<file path="config.mk">
export PLATFORM = sky130hd
export DESIGN_NAME = decoder_pulse_t_flat
export DESIGN_NICKNAME = d
export VERILOG_FILES = /design/src/rtl/decoder_pulse_t_if.sv /design/src/rtl/decoder_pulse_t.sv /design/src/flat_wrapper.sv
export SDC_FILE = /design/constraint.sdc
export NUM_CORES = 1
export LEC_CHECK = 0
export ABC_AREA = 1
export BUFFER_PORTS_ARGS = -buffer_cell sky130_fd_sc_hd__buf_2
export CORE_MARGIN = 4
export CORE_UTILIZATION = 40
export CTS_CLUSTER_SIZE = 40
export DETAILED_ROUTE_END_ITERATION = 6
export PLACE_DENSITY = 0.65
export SLEW_MARGIN = 10
export SYNTH_ARGS = -nofsm -noshare
export SYNTH_HDL_FRONTEND = slang
export SYNTH_SLANG_ARGS = --single-unit
</file>
<file path="constraint.sdc">
create_clock -name clock -period 1.5 [get_ports clock]
set_input_delay 0 -clock clock [delete_from_list [all_inputs] [get_ports clock]]
set_output_delay 0 -clock clock [all_outputs]
set_load 0.005 [all_outputs]
</file>
<file path="src/rtl/decoder_pulse_t_if.sv">
// Bundle between a pulse-code receiver and its surroundings: window control
// and pulse line in, decoded thermometer result and status out.
`timescale 1ns/1ps
interface decoder_pulse_t_if;
  logic       window_start;
  logic       incoming_line;
  logic [7:0] outgoing_line;
  logic       outgoing_line_valid;
  logic [3:0] pulse_time;
  logic       timeout;
  logic       busy;

  // Side that opens windows and drives the pulse line.
  modport master (
    output window_start, incoming_line,
    input  outgoing_line, outgoing_line_valid, pulse_time, timeout, busy
  );

  // Decoder side.
  modport slave (
    input  window_start, incoming_line,
    output outgoing_line, outgoing_line_valid, pulse_time, timeout, busy
  );
endinterface

</file>
<file path="src/rtl/decoder_pulse_t.sv">
// Temporal pulse-code receiver. Measures how many cycles after a window opens
// the active-low pulse arrives and turns that offset k into 8'hFF >> k.
// A window with no pulse in offsets 0..MAX_VALUE-1 reports a timeout.
// Optional build macro DECODER_PULSE_EDGE_EN: detect a high-to-low transition
// instead of a low level, so a line stuck low never decodes.
`timescale 1ns/1ps
module decoder_pulse_t #(
  parameter int MAX_VALUE = 8  // window length in cycles, 1..8
) (
  input logic              clock,
  input logic              reset,
  decoder_pulse_t_if.slave bus
);

  localparam logic [3:0] LAST_OFFSET = 4'(MAX_VALUE - 1);
  localparam logic [3:0] TIMEOUT_K   = 4'(MAX_VALUE);

  typedef enum logic {IDLE, COUNT} state_t;

  state_t     state_q, state_d;
  logic [7:0] code_q;
  logic [3:0] elapsed_q;
  logic       pulse_seen;
  logic       done_pulse;
  logic       done_timeout;

`ifdef DECODER_PULSE_EDGE_EN
  logic line_prev_q;

  // Previous line sample; the window_start cycle's sample serves cycle 0.
  always_ff @(posedge clock or posedge reset) begin
    if (reset) line_prev_q <= 1'b1;
    else       line_prev_q <= bus.incoming_line;
  end

  assign pulse_seen = ~bus.incoming_line & line_prev_q;
`else
  assign pulse_seen = ~bus.incoming_line;
`endif

  // State register.
  always_ff @(posedge clock or posedge reset) begin
    // NOTE: every clocked assignment is non-blocking so all registers update
    // from the same pre-edge values regardless of statement order.
    if (reset) state_q <= IDLE;
    else       state_q <= state_d;
  end

  // Next state and end-of-window decisions.
  always_comb begin
    // NOTE: defaults first so every path assigns every signal; no latches.
    state_d      = state_q;
    done_pulse   = 1'b0;
    done_timeout = 1'b0;
    unique case (state_q)
      IDLE: begin
        if (bus.window_start) state_d = COUNT;
      end
      COUNT: begin
        if (pulse_seen) begin
          done_pulse = 1'b1;
          state_d    = IDLE;
        end else if (elapsed_q == LAST_OFFSET) begin
          done_timeout = 1'b1;
          state_d      = IDLE;
        end
      end
      default: state_d = IDLE;
    endcase
  end

  // Window datapath: shifting code and elapsed-cycle counter.
  always_ff @(posedge clock or posedge reset) begin
    if (reset) begin
      code_q    <= 8'hFF;
      elapsed_q <= 4'd0;
    end else if (state_q == IDLE) begin
      if (bus.window_start) begin
        code_q    <= 8'hFF;
        elapsed_q <= 4'd0;
      end
    end else if (!done_pulse && !done_timeout) begin
      // A shift only empties the code, so it can never wrap below 8'h00.
      code_q    <= code_q >> 1;
      elapsed_q <= elapsed_q + 4'd1;
    end
  end

  // Registered result; valid and timeout are single-cycle strobes.
  always_ff @(posedge clock or posedge reset) begin
    if (reset) begin
      bus.outgoing_line       <= 8'h00;
      bus.pulse_time          <= 4'd0;
      bus.outgoing_line_valid <= 1'b0;
      bus.timeout             <= 1'b0;
    end else begin
      bus.outgoing_line_valid <= done_pulse | done_timeout;
      bus.timeout             <= done_timeout;
      if (done_pulse) begin
        bus.outgoing_line <= code_q;
        bus.pulse_time    <= elapsed_q;
      end else if (done_timeout) begin
        bus.outgoing_line <= 8'h00;
        bus.pulse_time    <= TIMEOUT_K;
      end
    end
  end

  // Status output.
  always_comb begin
    bus.busy = (state_q == COUNT);
  end

endmodule

</file>
<file path="src/flat_wrapper.sv">
// flat-port wrapper written by rule: the top's interface ports become plain ports
module decoder_pulse_t_flat 
#(
  parameter int MAX_VALUE = 8                                  
)
  (clock, reset, bus_window_start, bus_incoming_line, bus_outgoing_line, bus_outgoing_line_valid, bus_pulse_time, bus_timeout, bus_busy);
  decoder_pulse_t_if bus_i ();
  input logic clock;
  input logic reset;
  input wire logic [$bits(bus_i.window_start)-1:0] bus_window_start;
  input wire logic [$bits(bus_i.incoming_line)-1:0] bus_incoming_line;
  output wire logic [$bits(bus_i.outgoing_line)-1:0] bus_outgoing_line;
  output wire logic [$bits(bus_i.outgoing_line_valid)-1:0] bus_outgoing_line_valid;
  output wire logic [$bits(bus_i.pulse_time)-1:0] bus_pulse_time;
  output wire logic [$bits(bus_i.timeout)-1:0] bus_timeout;
  output wire logic [$bits(bus_i.busy)-1:0] bus_busy;
  assign bus_i.window_start = bus_window_start;
  assign bus_i.incoming_line = bus_incoming_line;
  assign bus_outgoing_line = bus_i.outgoing_line;
  assign bus_outgoing_line_valid = bus_i.outgoing_line_valid;
  assign bus_pulse_time = bus_i.pulse_time;
  assign bus_timeout = bus_i.timeout;
  assign bus_busy = bus_i.busy;
  decoder_pulse_t #(.MAX_VALUE(MAX_VALUE)) u_core (.clock(clock), .reset(reset), .bus(bus_i));
endmodule
</file>
==> run metrics <==
vias=875; most common cell after layout, fill and taps aside=nand2_1; Worst R2R End=u_core.code_q[3]; initial antenna violation count=0; antenna diode count=0; met3 track demand over resource=approximately 1.3%; fmax=about 730 MHz; first-pass GRT wire length=between 3 and 4 mm; area grow syn2layout=14.9%; Synth warnings=0; Critical Path Source Type=register; critical path capture point type=register; post-synth top area cell=dfrtp_1; crit-path cells=ha_1 -> nand3_2 -> nand3_2 -> buf_4 -> nand3_1 -> nand2_1; Worst Setup EP=u_core.code_q[3]; total grt overflow=0; CTS Root Cell=clkbuf_4; DRC=0; CTS tree=done; Final HPWL DP=between 1.5 and 2 mm; cell area after placement=about 0.0013 mm^2; Crit path required time=roughly 1800 ps; Net Sw Power=between 0.6 and 0.7 mW; Flop pwr share=56.5%; initial core utilization=42.3%; number of synthesized register bits=27; Worst R2R Start=u_core.elapsed_q[0]; Max Cap Viol=0; CP max-delay cell=dfrtp_1; Comb power frac=28.1%; Routed Antenna Nets=0; hold violation count in the final report=0; status=finished clean; # fillers=between 200 and 300; Clk Latency, worst-skew pair=roughly 310 ps; Routed WL per cell=between 10 and 15 um; worst r2r path cells=6; met1 usage in global routing=15.0%; Num CTS Buffers=3; pin count of the biggest net entering global routing=28; R2R setup slack=roughly 120 ps; Hold Crit Class=primary input to register; slowest stage delay, CP=420 ps; DIE WIDTH=approximately 62 um; Port Buf Inserts=18; top-area cell type share of the netlist area=40.0%; Synth area leaders=dfrtp_1 (40%), nand2_1 (18%), dfstp_2 (18%), nand3_1 (5.5%), or2_2 (3.2%); Mapped Nets=between 100 and 150; Nets=163; fin area=between 0.001 and 0.0015 mm^2; CP arrival=1640 ps; clk slew on worst S/H paths=around 140 ps; DR pass1 iterations=4; CP max FO=12; Slew HR=between 70% and 80%; leakage power=between 0.7 and 0.8 nW; vias per cell=roughly 4.7; setup violators final=0; share of the yosys chip area belonging to registers=between 50% and 60%; period utilization=between 90 and 100%; Num Clock Sinks=27; switching share of power=a little under a third; Synth Instances=between 100 and 150; min Tclk post-route=1380 ps; synthesized area per cell=9.00 um^2; area of the core=between 0.002 and 0.003 mm^2; RSZ-0062 raised after global routing=false; number of placed I/O pins=19; Distinct cells, synth=18; CP dominant cell by count=nand3_2; Worst-Margin Slew=334 ps; GR Util met2=approximately a fifth; Max Slew Vio Count=0; worst vdd ir=a little over 0.5 mV; most frequent cells in the layout=nand2_1 (58), dfrtp_1 (19), buf_2 (18), nand3_1 (13); Routed WL=2.09 mm; Pint=about 1.3 mW; Mapped Area=approximately 0.0012 mm^2; PwrDens=approximately 1400 mW/mm^2; GPL Wtd Cong=about 0.82; share of cells above drive strength 1=30.6%; launch point of the worst path=u_core.elapsed_q[0]; setup TNS=0 ps; drt first-iter violations=36; Final Skew=4.08 ps; Die ar.=0.00390 mm^2; final design utilization=around half; clock power share=between 15 and 20%; hold path depth=4; Die H=approximately 62 um; standard-cell rows=19; global-route usage over all layers=between 10% and 20%; vias in the first global route=around 880; WS Path Type=register to register; clk buf depth=2; GR peak layer=met2; CTS H-tree lvls=1
-- state kept, by name, indices dropped and copies added (netlist names) --
signal / count
u_core.elapsed_q: 4
u_core.bus.timeout: 1
u_core.bus.busy: 1
u_core.bus.pulse_time: 4
u_core.bus.outgoing_line_valid: 1
u_core.code_q: 8
u_core.bus.outgoing_line: 8
-- per-stage QoR --
stage                     instances  hold slack [ps]  worst slack (ps)  power (mW)
final                           188              107               123        1.96
after global routing            188              127              4.48        2.15
after CTS                       188             78.6               110        1.99
after detailed placement        182             71.0               148        1.69
after global placement          182             69.7               197        1.66
after floorplan                 132             46.8               273        1.45
-- cell families after synthesis --
group | count (synthesis) | synth area share (%)
simple gates | 85 | 31.8
flops | 27 | 57.7
buf+inv | 14 | 6.64
compound gates | 4 | 2.00
xor+xnor | 1 | 0.738
fa+ha+maj | 1 | 1.05
-- final cells by class --
class	count	area [um^2]	share of cell area [%]
clock buffer	4	26.3	1.93
multi-input combinational	91	428	31.4
tap	31	38.8	2.84
inverter	10	37.5	2.75
sequential	27	686	50.3
timing repair buffer	25	148	10.8
-- synthesized netlist by cell type, drive strengths merged --
master	count
nand2	60
or2	6
nand3	15
dfstp	8
nand4	1
ha	1
xnor2	1
dfrtp	19
nor2	3
inv	10
buf	4
o21ai	4
-- routing by layer --
metal	vias to the layer above	part of all wire [%]
met4	0	1.3
met1	399	46
met5	-	0
met3	2	3.4
met2	16	49
li1	458	-
-- power groups by stage --
stage	clock network, mW	registers, mW	logic [mW]
2_1_floorplan	0	1.13	0.324
3_3_place_gp	0	1.12	0.549
3_5_place_dp	0	1.13	0.556
4_1_cts	0.316	1.12	0.562
5_1_grt	0.352	1.15	0.647
6_report	0.302	1.11	0.551
-- worst max-delay path: cells and delay by family, from the launching register on --
kind / cells / cell delay (ps)
AND/OR/NAND/NOR: 4 / 440
flip-flops: 1 / 420
adder cells (fa/ha/maj): 1 / 240
buffers and inverters: 1 / 240
-- how the worst min path moves through the flow --
stage / startpoint / end / slack (ps)
detailed placement: reset / u_core.bus.pulse_time[0] / 70
finish: bus_window_start / u_core.code_q[6] / 110
global route: bus_window_start / u_core.code_q[6] / 130
CTS: bus_window_start / u_core.code_q[6] / 80
floorplan: reset / u_core.bus.busy / 50
global placement: reset / u_core.bus.pulse_time[2] / 70
-- repair_timing --
action	4_1_cts	5_1_grt
hold buffers	2	0
endpoints found under the setup margin	0	2
setup buffers	0	0
gates resized for setup	0	1
endpoints found under the hold margin	29	0
(Power assumes the default switching activity.)
